$ cat config.mk
export PLATFORM = sky130hd
export DESIGN_NAME = quad_decoder
export DESIGN_NICKNAME = d
export VERILOG_FILES = /design/src/rtl/quad_decoder.sv
export SDC_FILE = /design/constraint.sdc
export NUM_CORES = 1
export LEC_CHECK = 0
export BUFFER_PORTS_ARGS = -buffer_cell sky130_fd_sc_hd__buf_2
export CAP_MARGIN = 20
export CORE_UTILIZATION = 35
export DETAILED_ROUTE_END_ITERATION = 8
export HOLD_SLACK_MARGIN = 0.15
export PLACE_DENSITY = 0.65
export SLEW_MARGIN = 20
export SYNTH_ARGS = -nofsm -noshare
export SYNTH_HDL_FRONTEND = slang
export SYNTH_SLANG_ARGS = --single-unit
$ cat constraint.sdc
create_clock -name clk -period 2.6 [get_ports clk]
set_clock_uncertainty 0.1 [all_clocks]
set_input_delay 0.52 -clock clk [delete_from_list [all_inputs] [get_ports clk]]
set_output_delay 0.52 -clock clk [all_outputs]
set_load 0.05 [all_outputs]
$ cat src/rtl/quad_decoder.sv
// quad_decoder -- quadrature (A/B) encoder decoder with wrapping position count.
//
// Synchronises the asynchronous A/B encoder lines through 2-flop chains,
// compares the synchronised state against the previous one and classifies each
// change as up, down, hold or illegal (both bits changed). Valid steps move a
// modulo-2**WIDTH position count (+1 up, -1 down) and update the direction flag.
//
// Optional feature macro: QDEC_INDEX_EN
//   When defined, adds idx_in. A synchronised rising edge of idx_in zeroes the
//   count at the same latency as an A/B step.
//
// Parameters
//   WIDTH      position count width
//   PRIME_CYC  cycles after reset release during which nothing is decoded
//
// Ports
//   clk        rising-edge clock
//   reset      synchronous active-high reset
//   idx_in     index channel, asynchronous (QDEC_INDEX_EN only)
//   a_in/b_in  encoder channels, asynchronous
//   clr        synchronous count clear (pulse or level)
//   err_clr    clears the sticky err flag
//   count      position count
//   dir        last valid direction, 1 = up
//   step_up    1-cycle pulse per valid up transition
//   step_dn    1-cycle pulse per valid down transition
//   err_pulse  1-cycle pulse per illegal transition
//   err        sticky illegal-transition flag
module quad_decoder #(
  parameter int WIDTH     = 4,
  parameter int PRIME_CYC = 2
) (
  input  logic             clk,
  input  logic             reset,
`ifdef QDEC_INDEX_EN
  input  logic             idx_in,
`endif
  input  logic             a_in,
  input  logic             b_in,
  input  logic             clr,
  input  logic             err_clr,
  output logic [WIDTH-1:0] count,
  output logic             dir,
  output logic             step_up,
  output logic             step_dn,
  output logic             err_pulse,
  output logic             err
);

  localparam int PW = (PRIME_CYC < 1) ? 1 : $clog2(PRIME_CYC + 1);

  logic          a_s1, a_s2, b_s1, b_s2;
  logic [1:0]    prev;
  logic [PW-1:0] prime_cnt;

  logic [1:0] cur;
  logic [1:0] pc, pp;
  logic       priming, is_up, is_dn, is_err, idx_rise;

  // Position of a Gray state along the up sequence 00->10->11->01.
  function automatic logic [1:0] gpos(input logic [1:0] ab);
    case (ab)
      2'b00:   gpos = 2'd0;
      2'b10:   gpos = 2'd1;
      2'b11:   gpos = 2'd2;
      default: gpos = 2'd3;
    endcase
  endfunction

  assign cur     = {a_s2, b_s2};
  assign pc      = gpos(cur);
  assign pp      = gpos(prev);
  assign priming = (prime_cnt != '0);
  // One step forward/back around the 4-state ring; a 2-position jump is the
  // both-bits-changed case and is reported as an error instead.
  assign is_up   = (pc == pp + 2'd1);
  assign is_dn   = (pp == pc + 2'd1);
  assign is_err  = ((cur ^ prev) == 2'b11);

`ifdef QDEC_INDEX_EN
  logic idx_s1, idx_s2, idx_prev;
  assign idx_rise = idx_s2 & ~idx_prev;

  always_ff @(posedge clk) begin
    if (reset) begin
      idx_s1   <= 1'b0;
      idx_s2   <= 1'b0;
      idx_prev <= 1'b0;
    end else begin
      idx_s1   <= idx_in;
      idx_s2   <= idx_s1;
      // During priming the edge register is loaded with the value the sync
      // chain is about to present, so an index already high at reset release
      // is not seen as a rising edge.
      idx_prev <= priming ? idx_s1 : idx_s2;
    end
  end
`else
  assign idx_rise = 1'b0;
`endif

  always_ff @(posedge clk) begin
    if (reset) begin
      a_s1      <= 1'b0;
      a_s2      <= 1'b0;
      b_s1      <= 1'b0;
      b_s2      <= 1'b0;
      prev      <= 2'b00;
      prime_cnt <= PW'(PRIME_CYC);
      count     <= '0;
      dir       <= 1'b1;
      step_up   <= 1'b0;
      step_dn   <= 1'b0;
      err_pulse <= 1'b0;
      err       <= 1'b0;
    end else begin
      a_s1      <= a_in;
      a_s2      <= a_s1;
      b_s1      <= b_in;
      b_s2      <= b_s1;
      step_up   <= 1'b0;
      step_dn   <= 1'b0;
      err_pulse <= 1'b0;

      if (priming) begin
        prime_cnt <= prime_cnt - PW'(1);
        // Track what s2 becomes at this edge: the sync flops start from 0
        // after reset, so tracking the stale s2 would turn inputs sitting at
        // 11 into a false 00->11 error on the first decode.
        prev      <= {a_s1, b_s1};
      end else begin
        prev      <= cur;
        step_up   <= is_up;
        step_dn   <= is_dn;
        err_pulse <= is_err;
        if (is_up) dir <= 1'b1;
        if (is_dn) dir <= 1'b0;
      end

      // clr > index > step; pulses and dir above are unaffected by a clear.
      if (clr)
        count <= '0;
      else if (!priming && idx_rise)
        count <= '0;
      else if (!priming && is_up)
        count <= count + WIDTH'(1);
      else if (!priming && is_dn)
        count <= count - WIDTH'(1);

      // A new error wins over a same-cycle clear.
      if (!priming && is_err)
        err <= 1'b1;
      else if (err_clr)
        err <= 1'b0;
    end
  end

endmodule

# ---- Yosys cells after proc, flatten, opt, wreduce, memory -nomap -nowiden
# Cells that the tools add are included.
dict set report op_classes {
  addsub 5
  n_eq_ne 7
  mux 9
  bitwise 2
  reduce_logical 13
}
# op count
set ops {}
lappend ops {{one-hot mux 2 bit (3 select lines)} 2}
lappend ops {{equality test 2 bit, second input constant} 5}
lappend ops {{two-way mux 4 bit} 2}
lappend ops {{nonzero test 2 bit} 4}
lappend ops {{adder 2 x 1 -> 2 bit, second input constant} 2}
lappend ops {{adder 4 x 1 -> 4 bit, second input constant} 1}
lappend ops {{equality test 2 bit} 2}
lappend ops {{logical NOT 2 bit} 2}
lappend ops {{two-way mux 1 bit} 4}
lappend ops {{OR reduction 2 bit} 2}
lappend ops {{subtractor 4 x 1 -> 4 bit, second input constant} 1}
lappend ops {{logical AND 1 bit} 3}
lappend ops {{two-way mux 2 bit} 1}
lappend ops {{AND reduction 2 bit} 1}
lappend ops {{subtractor 2 x 1 -> 2 bit, second input constant} 1}
lappend ops {{bitwise XOR 2 bit} 1}
lappend ops {{logical NOT 1 bit} 1}
lappend ops {{NOT 1 bit} 1}
dict set report word_totals {
  regBits 17
  input_bits 6
  out_inout_bits 9
  wordCells 48
}

# ---- Logic depth before layout (Yosys ltp)
# Gate-level depths: netlist of the first run.
dict set report logic_depth {
  word_depth 7
  ltp_mapped 12
  depth_no_buf 12
}

# ---- Least setup slack after synthesis of the first run
# Ideal clock, no wire load.
dict set report synth_path {
  path_type {reg-to-reg}
  start {register prev[0]}
  end {register count[3]}
  setup_time_ns 0.115
  t_arrival_ns 2.405
  required_ns 2.385
  path_slack_ns -0.020
  stages_incl_launch_ff 13
  path_buffers 0
  synth_period_minus_slack_ns 2.620
  path_cell_list {dfxtp_1 inv_1 ha_1 nor2b_1 o22a_1 and2_4 inv_1 ha_1 a21o_1 a21oi_1 o21ai_0 o21a_1 o21a_1}
}
dict set report synth_via {
  elab_chain_cells 6
  word_cells_on_any_way 11
  cone_classes {add/sub: 1; eq/ne: 4; mux: 2; reduce/logical: 4}
}
# element line
set synth_rtl {}
lappend synth_rtl {{start: declaration} 53} ;# logic [1:0] prev;
lappend synth_rtl {{start signal: assignment} 130} ;# prev <= {a_s1, b_s1};
lappend synth_rtl {{start signal: assignment} 132} ;# prev <= cur;
lappend synth_rtl {{equality test 2 bit / logical NOT 2 bit (equally long branches)} 62} ;# case (ab)
lappend synth_rtl {{one-hot mux 2 bit (3 select lines) (*)} 62}
lappend synth_rtl {{adder 2 x 1 -> 2 bit} 76} ;# assign is_up = (pc == pp + 2'd1);
lappend synth_rtl {{equality test 2 bit} 76}
lappend synth_rtl {{logical AND 1 bit} 145} ;# else if (!priming && is_up)
lappend synth_rtl {{two-way mux 4 bit / nonzero test 2 bit (equally long branches)} -}
lappend synth_rtl {{end signal: assignment} 146} ;# count <= count + WIDTH'(1);
lappend synth_rtl {{end signal: assignment} 148} ;# count <= count - WIDTH'(1);
lappend synth_rtl {{end: declaration} 42} ;# output logic [WIDTH-1:0] count,
# Mark *: on every way between the ends. The rest lies on a longest branch, timed or not.
# A chain may end at the register's enable or synchronous reset.

# ---- Worst setup path in the final report of the first run
# Ends and elaborated chain as after synthesis.

==> results.md, run 1 <==
- Outcome: completed
- CP startpoint kind: flip-flop
- Starting density of the core: 38.6%
- Syn Nets: 108
- Max cap viols: 0
- Num rows: 17
- CTS Hold Bufs: 0
- Synthesized area: 895 µm²
- Worst slew pin tran: 0.342 ns
- Metal-1 WL: 776 µm
- DP HPWL: 1.22 mm
- CTS clock-pin slew for the worst setup and hold paths: 0.10 ns
- CTS tree: built
- Max Clk Rate: 389 MHz
- Routed len/inst: 11.5 µm
- Fin cells: 145
- Peak supply drop: 0.439 mV
- Area grow syn2layout: 29.9%
- Layout fillers: 215
- Syn avg cell area: 9.72 µm²
- Tot GR Track Use: 14.8%
- Most used DFF post-synth: dfxtp_1
- Area of placed instances: 1050 µm²
- Port bufs: 14
- DRT iter0 DRCs: 4
- P_leak: 0.575 nW
- Instance count of the mapped netlist: 92
- Slowest stage delay, CP: 0.35 ns
- Synth unique cells: 27
- Worst setup margin: 0.0312 ns
- Die height: 52.6 µm
- Critical path's slowest cell: dfxtp_2
- Critical Path RT: 2.71 ns
- Fin. max-slew vios: 0
- Synth Warn #: 0
- CTS Sinks: 17
- Crit path cell chain: buf_6, ha_4, nor4_4, o22a_1, and2_4, inv_2, ha_1, a21o_1, a21oi_2, o221a_1, nor3_1, o21a_1
- Htree depth: 1
- Post-synth EDFFs: 0
- Sequential-to-total area share from yosys stat: 38.0%
- Core area: 2320 µm²
- Vias per cell: 4.88
- Antenna-violating nets left: 0
- DR pass1 iterations: 4
- CTS root buf: clkbuf_4
- Met3 wire len: 37 µm
- Total number of vias: 708
- Max layer used: met4
- Worst slack at placement: -0.0687 ns
- Post-synth top area cell: dfxtp_1
- Crit Path Class: flip-flop to flip-flop
- Final Setup Violations: 0
- Cell Pwr Density: 646 nW/µm²
- Antenna violations before repair: 0
- Hold Fails Final Rpt: 0
- TritonCTS Buffers: 3
- Design area: 1160 µm²
- Post-layout min period: 2.57 ns
- Placer Congestion: 0.683
- Seq cells post-synth: 17
- Worst Path Arrival: 2.67 ns
- Fin Setup TNS: 0 ns
- Die area: 2760 µm²
- Fin nets: 134
- Crit-path max FO: 4
- Nature of the critical path endpoint: flip-flop
- I/O pin cnt: 15
- Vias in the first global route: 690
- Latest clock arrival within the worst-skew pair: 0.30 ns
- GRT overflow: 0
- Final worst path period share: 98.8%
- Worst Hold Class: input port to flip-flop
- First-pass GRT wire length: 2.91 mm
- DRC: 0
- Metal2 WL: 800 µm
- Async SR Flop Fraction: 0%
- Largest net degree at the start of global routing: 15
- Pwr Total: 0.000750 W
- Dpl cells: 140
- Clock buffer depth: 2
- Die width: 52.6 µm
- Ranking of synthesized cells by area: dfxtp_1 38%, ha_1 13%, mux2i_1 10%, nor2b_1 4.2%, nor2_1 3.8%
- Slew margin rel.: 77.1%
- Share of post-route cells with drive strength above 1: 37.6%
- # diodes: 0
- Share of the synthesized area in the top cell type: 38.0%
- Routed WL: 1.66 mm
## sequential cells by signal, summed over array words and instances (netlist names)
| name | cells |
|---|---|
| prev | 2 |
| err_pulse | 1 |
| a_s1 | 1 |
| prime_cnt | 2 |
| a_s2 | 1 |
| step_up | 1 |
| err | 1 |
| b_s2 | 1 |
| dir | 1 |
| step_dn | 1 |
| count | 4 |
| b_s1 | 1 |
## path summary, 6_finish.rpt
| path | start | end | slack, ns | cells after the start |
|---|---|---|---|---|
| setup / recovery | prev[0] | count[3] | 0.03 | 12 |
| hold / removal | b_in | b_s1 | 0.33 | 2 |
| setup reg to reg | prev[0] | count[3] | 0.03 | 12 |
| hold reg to reg | err | err | 0.36 | 1 |
## metal layers
layer,track usage [%],vias to the layer above
met5,0,-
met3,2.61,5
met2,23.0,7
met1,18.2,334
met4,10.5,0
li1,-,362
## cell type report
class / instances / area [µm²] / area share [%]
flip-flops and latches: 17 / 344 / 29.6
well taps: 28 / 35.0 / 3.01
repair buffers: 23 / 141 / 12.2
multi-input cells: 67 / 592 / 50.9
clock inverters: 1 / 5.00 / 0.431
inverters: 6 / 22.5 / 1.94
clock buffers: 3 / 22.5 / 1.94
## what timing repair did
item	CTS	global route
resized for setup	5	11
endpoints found under the setup margin	1	1
pin swaps	0	5
buffers inserted	0	1
## worst max-delay path: cells and delay by family (launching register included)
| family | cells | cell delay [ns] |
|---|---|---|
| adders and majority gates | 2 | 0.44 |
| DFF | 1 | 0.35 |
| and+or+nand+nor | 3 | 0.48 |
| buffers and inverters | 2 | 0.18 |
| AOI/OAI and AO/OA | 5 | 0.93 |
## where the power goes
group / internal (W) / switching, W / leakage, nW / total, W
Sequential: 0.000290 / 0.0000197 / 0.140 / 0.000310
Clock: 0.0000574 / 0.0000879 / 0.0177 / 0.000145
Combinational: 0.000140 / 0.000156 / 0.417 / 0.000295
Total: 0.000487 / 0.000263 / 0.575 / 0.000750
## cell families after synthesis
family,share of synthesized area [%]
mux,10.1
xor+xnor,4.90
fa+ha+maj,14.8
flops,38.0
simple gates,18.6
buf+inv,3.36
compound gates,10.2
## cells in the mapped netlist (2+ instances only)
cell type  count
nor2b_1        6
nand3b_1       2
xnor2_1        3
o22a_1         2
a21o_1         2
nand2_1        3
ha_1           9
inv_1          6
mux2i_1        9
nor2_2         2
nor3_1         2
dfxtp_1       17
nor2_1         9
or3_1          3
xor2_1         2
o21ai_0        2
clkbuf_1       2
o21a_1         2
## stage by stage
step           hold slack [ns]  utilization (%)
2_1_floorplan            0.337                -
3_3_place_gp             0.329             45.5
3_5_place_dp             0.339             45.5
4_1_cts                  0.319             47.1
5_1_grt                  0.333             50.1
6_report                 0.328             50.1
## layout by cell type, fill, tap and decap left out, drive strengths merged, types with 2 or more instances in the layout
master  instances
buf            23
dfxtp          17
nor2           11
mux2i           9
ha              9
inv             6
nor2b           6
or3             3
xnor2           3
nand2           3
clkbuf          3
o22a            2
a21o            2
o21a            2
nor3            2
nand3b          2
xor2            2
o21ai           2
No activity file was read; power rests on OpenSTA's default activity.
==> run 2: changes to the inputs <==
--- a/config.mk
+++ b/config.mk
@@ -5,6 +5,7 @@
 export SDC_FILE = /design/constraint.sdc
 export NUM_CORES = 1
 export LEC_CHECK = 0
+export ABC_AREA = 1
 export BUFFER_PORTS_ARGS = -buffer_cell sky130_fd_sc_hd__buf_2
 export CAP_MARGIN = 20
 export CORE_UTILIZATION = 35
==> run 2 against run 1 <==
Non-clock buffer count is 9 lower. Synthesized area fell by 1.1%. Register-to-register slack better by 0.19 ns. Combinational power is 22% higher. Synthesized cell count rose by 30%. Critical path depth up 5. Count of clock-buffer cells in the layout increased by 1. Utilization fell by 6.1 points.
==> results.md, run 2 <==
- P_leak: 0.535 nW (-7.1%)
- Max cap viols: 0 (unchanged)
- Syn avg cell area: 7.37 µm² (-24%)
- RSZ-0062 raised after global routing: false
- CTS clock-pin slew for the worst setup and hold paths: 0.10 ns (about the same)
- DP HPWL: 1.20 mm (-2.1%)
- CTS tree: built
- Crit-path max FO: 6 (+2)
- Final worst path period share: 91.7% (-7.1 points)
- First-pass GRT wire length: 2.73 mm (-6.4%)
- Area grow syn2layout: 14.4%
- Peak supply drop: 0.391 mV (-11%)
- Vias per cell: 4.44 (-9.0%)
- # diodes: 0 (unchanged)
- Latest clock arrival within the worst-skew pair: 0.28 ns (-0.02 ns)
- Share of the synthesized area in the top cell type: 38.5% (+0.43 points)
- Placer Congestion: 0.788 (+15%)
- DR pass1 iterations: 4 (unchanged)
- Htree depth: 1 (unchanged)
- DRT iter0 DRCs: 12 (+8)
- Most used DFF post-synth: dfxtp_1
- Worst Path Buf+Inv: 3 (+1)
- Fin Setup TNS: 0 ns (unchanged)
- Crit path cell chain: inv_1, ha_1, nand2_1, nand2_1, nor2_2, nand2_2, ha_1, nand2_1, nand2_1, nor2_1, inv_1, nand2_1, nand2_1, inv_2, nand3_1, nand2_1, nor2_1
- Post-synth top area cell: dfxtp_1
- CP most frequent cell: nand2_1
- Setup Buffers After CTS: 0 (unchanged)
- Reg2reg path depth: 17 (+5)
- Hold Path Sink: a_s2
- Num rows: 17 (unchanged)
- Fin. max-slew vios: 0 (unchanged)
- I/O pin cnt: 15 (unchanged)
- Commonest non-fill, non-tap cell in the layout: inv_1
- Post-synth EDFFs: 0 (unchanged)
- Routed WL: 1.52 mm (-8.6%)
- Hold path startpoint: a_s1
- Synth Warn #: 0 (unchanged)
- Total number of vias: 733 (+3.5%)
- Post_cts resized: 0 (-5)
- Worst slew pin tran: 0.249 ns (-0.0927 ns)
- Sequential-to-total area share from yosys stat: 38.5% (+0.43 points)
- Outcome: completed
- Antenna violations before repair: 0 (unchanged)
- CTS Sinks: 17 (unchanged)
- Die area: 2730 µm² (-1.1%)
- Core area: 2300 µm² (-0.92%)
- CTS Hold Bufs: 0 (unchanged)
- Routed len/inst: 9.20 µm (-20%)
- Clock buffer depth: 2 (unchanged)
- CTS root buf: clkbuf_4
- Worst Path Arrival: 2.47 ns (-0.20 ns)
- Most frequent cells in the layout: 23 x inv_1, 20 x nand2_1, 20 x nor2_1
- Max Clk Rate: 420 MHz (+7.8%)
- Crit Path Class: flip-flop to flip-flop
- Worst slack at placement: 0.223 ns (+0.291 ns)
- Antenna-violating nets left: 0 (unchanged)
- Fin nets: 154 (+15%)
- Top cells by count, synth: 23 x inv_1, 20 x nand2_1, 20 x nor2_1
- Instance count of the mapped netlist: 120 (+30%)
- Nature of the critical path endpoint: flip-flop
- Worst Hold Class: flip-flop to flip-flop
- Die width: 52.3 µm (-0.53%)
- Starting density of the core: 38.5% (-0.078 points)
- Count leader, synth: inv_1
- Post-layout min period: 2.38 ns (-0.186 ns)
- Max reg flops: 4 (unchanged)
- CP startpoint kind: flip-flop
- Hold path cells: 2 (unchanged)
- Hold Fails Final Rpt: 0 (unchanged)
- Layout fillers: 245 (+14%)
- Share of post-route cells with drive strength above 1: 19.0% (-19 points)
- Most flops, register: count
- Syn Nets: 136 (+26%)
- DRC: 0 (unchanged)
- GRT overflow: 0 (unchanged)
- Final Setup Violations: 0 (unchanged)
- Internal reg-to-reg setup slack: 0.22 ns (+0.19 ns)
- Cell Pwr Density: 826 nW/µm² (+28%)
- Ranking of synthesized cells by area: dfxtp_1 38%, ha_1 13%, inv_1 9.8%, nand2_1 8.5%, nor2_1 8.5%
- Biggest regs: count x4, prev x2, prime_cnt x2
- Slowest stage delay, CP: 0.38 ns (+0.03 ns)
- Critical Path RT: 2.69 ns (-0.02 ns)
- Async SR Flop Fraction: 0% (unchanged)
- Seq cells post-synth: 17 (unchanged)
- FF-to-FF End: count[3]
- Crit path max-delay family: simple AND/OR/NAND/NOR gates
- TritonCTS Buffers: 3 (unchanged)
- Die height: 52.3 µm (-0.53%)
- Tot GR Track Use: 13.6% (-1.2 points)
- Critical path's slowest cell: dfxtp_1
- Slew margin rel.: 83.5% (+6.5 points)
- Worst r2r src: a_s2
- Largest net degree at the start of global routing: 10 (-5)
- Vias in the first global route: 690 (unchanged)
- Synthesized area: 885 µm² (-1.1%)
- Port bufs: 14 (unchanged)
- Synth unique cells: 17 (-37%)
- Min Hold Slack: 0.327 ns (-0.000939 ns)
- Worst setup margin: 0.217 ns (+0.186 ns)
[run 2: power breakdown]
part	leakage, nW	internal (W)	total [W]	switching (W)
sequential	0.140	0.000305	0.000341	0.0000361
combinational	0.380	0.000116	0.000359	0.000243
clock	0.0150	0.0000594	0.000136	0.0000763
[run 2: layer usage]
metal / vias up / GRT usage (%) / share of wire [%]
li1: 404 / - / -
met3: 2 / 2.61 / 1.4
met4: 0 / 8.33 / 1.3
met1: 320 / 15.5 / 47
met5: - / 0 / 0
met2: 7 / 23.3 / 50
[run 2: stage by stage]
stage | area [µm²] | cells | util, % | power, W
finish | 1010 | 165 | 44.1 | 0.000836
global route | 1010 | 165 | 44.1 | 0.000912
CTS | 1010 | 165 | 44.0 | 0.000847
detailed placement | 985 | 161 | 42.9 | 0.000701
global placement | 985 | 161 | 42.9 | 0.000692
floorplan | 885 | 120 | - | 0.000628
[run 2: layout make-up]
type	count	area (µm²)	share of cell area [%]
Sequential cell	17	342	33.7
Clock buffer	4	26.3	2.60
Multi-Input combinational cell	77	445	44.0
Timing Repair Buffer	14	70.1	6.92
Inverter	25	93.8	9.27
Tap cell	28	35.0	3.46
[run 2: worst max path at each step]
stage / endpoint / slack [ns] / depth (start not counted) / start
final: count[3] / 0.22 / 17 / a_s2
after global placement: count[3] / 0.28 / 15 / prev[0]
after detailed placement: count[3] / 0.22 / 15 / prev[0]
after floorplan: count[3] / 0.40 / 17 / a_s2
after global routing: count[3] / 0.002 / 15 / a_s2
after CTS: count[3] / 0.21 / 15 / prev[0]
[run 2: tightest hold or removal path, stage by stage (launching register included)]
cell,delay [ns]
dfxtp_1,0.31
inv_1,0.04
nor2_1,0.04
[run 2: cells by family after synthesis]
logic type               synth area share [%]
XOR/XNOR                                 2.97
buffers and inverters                    11.2
flip-flops                               38.5
AND/OR/NAND/NOR                          25.7
adder cells (fa/ha/maj)                  15.0
AO/OA/AOI/OAI                            6.65
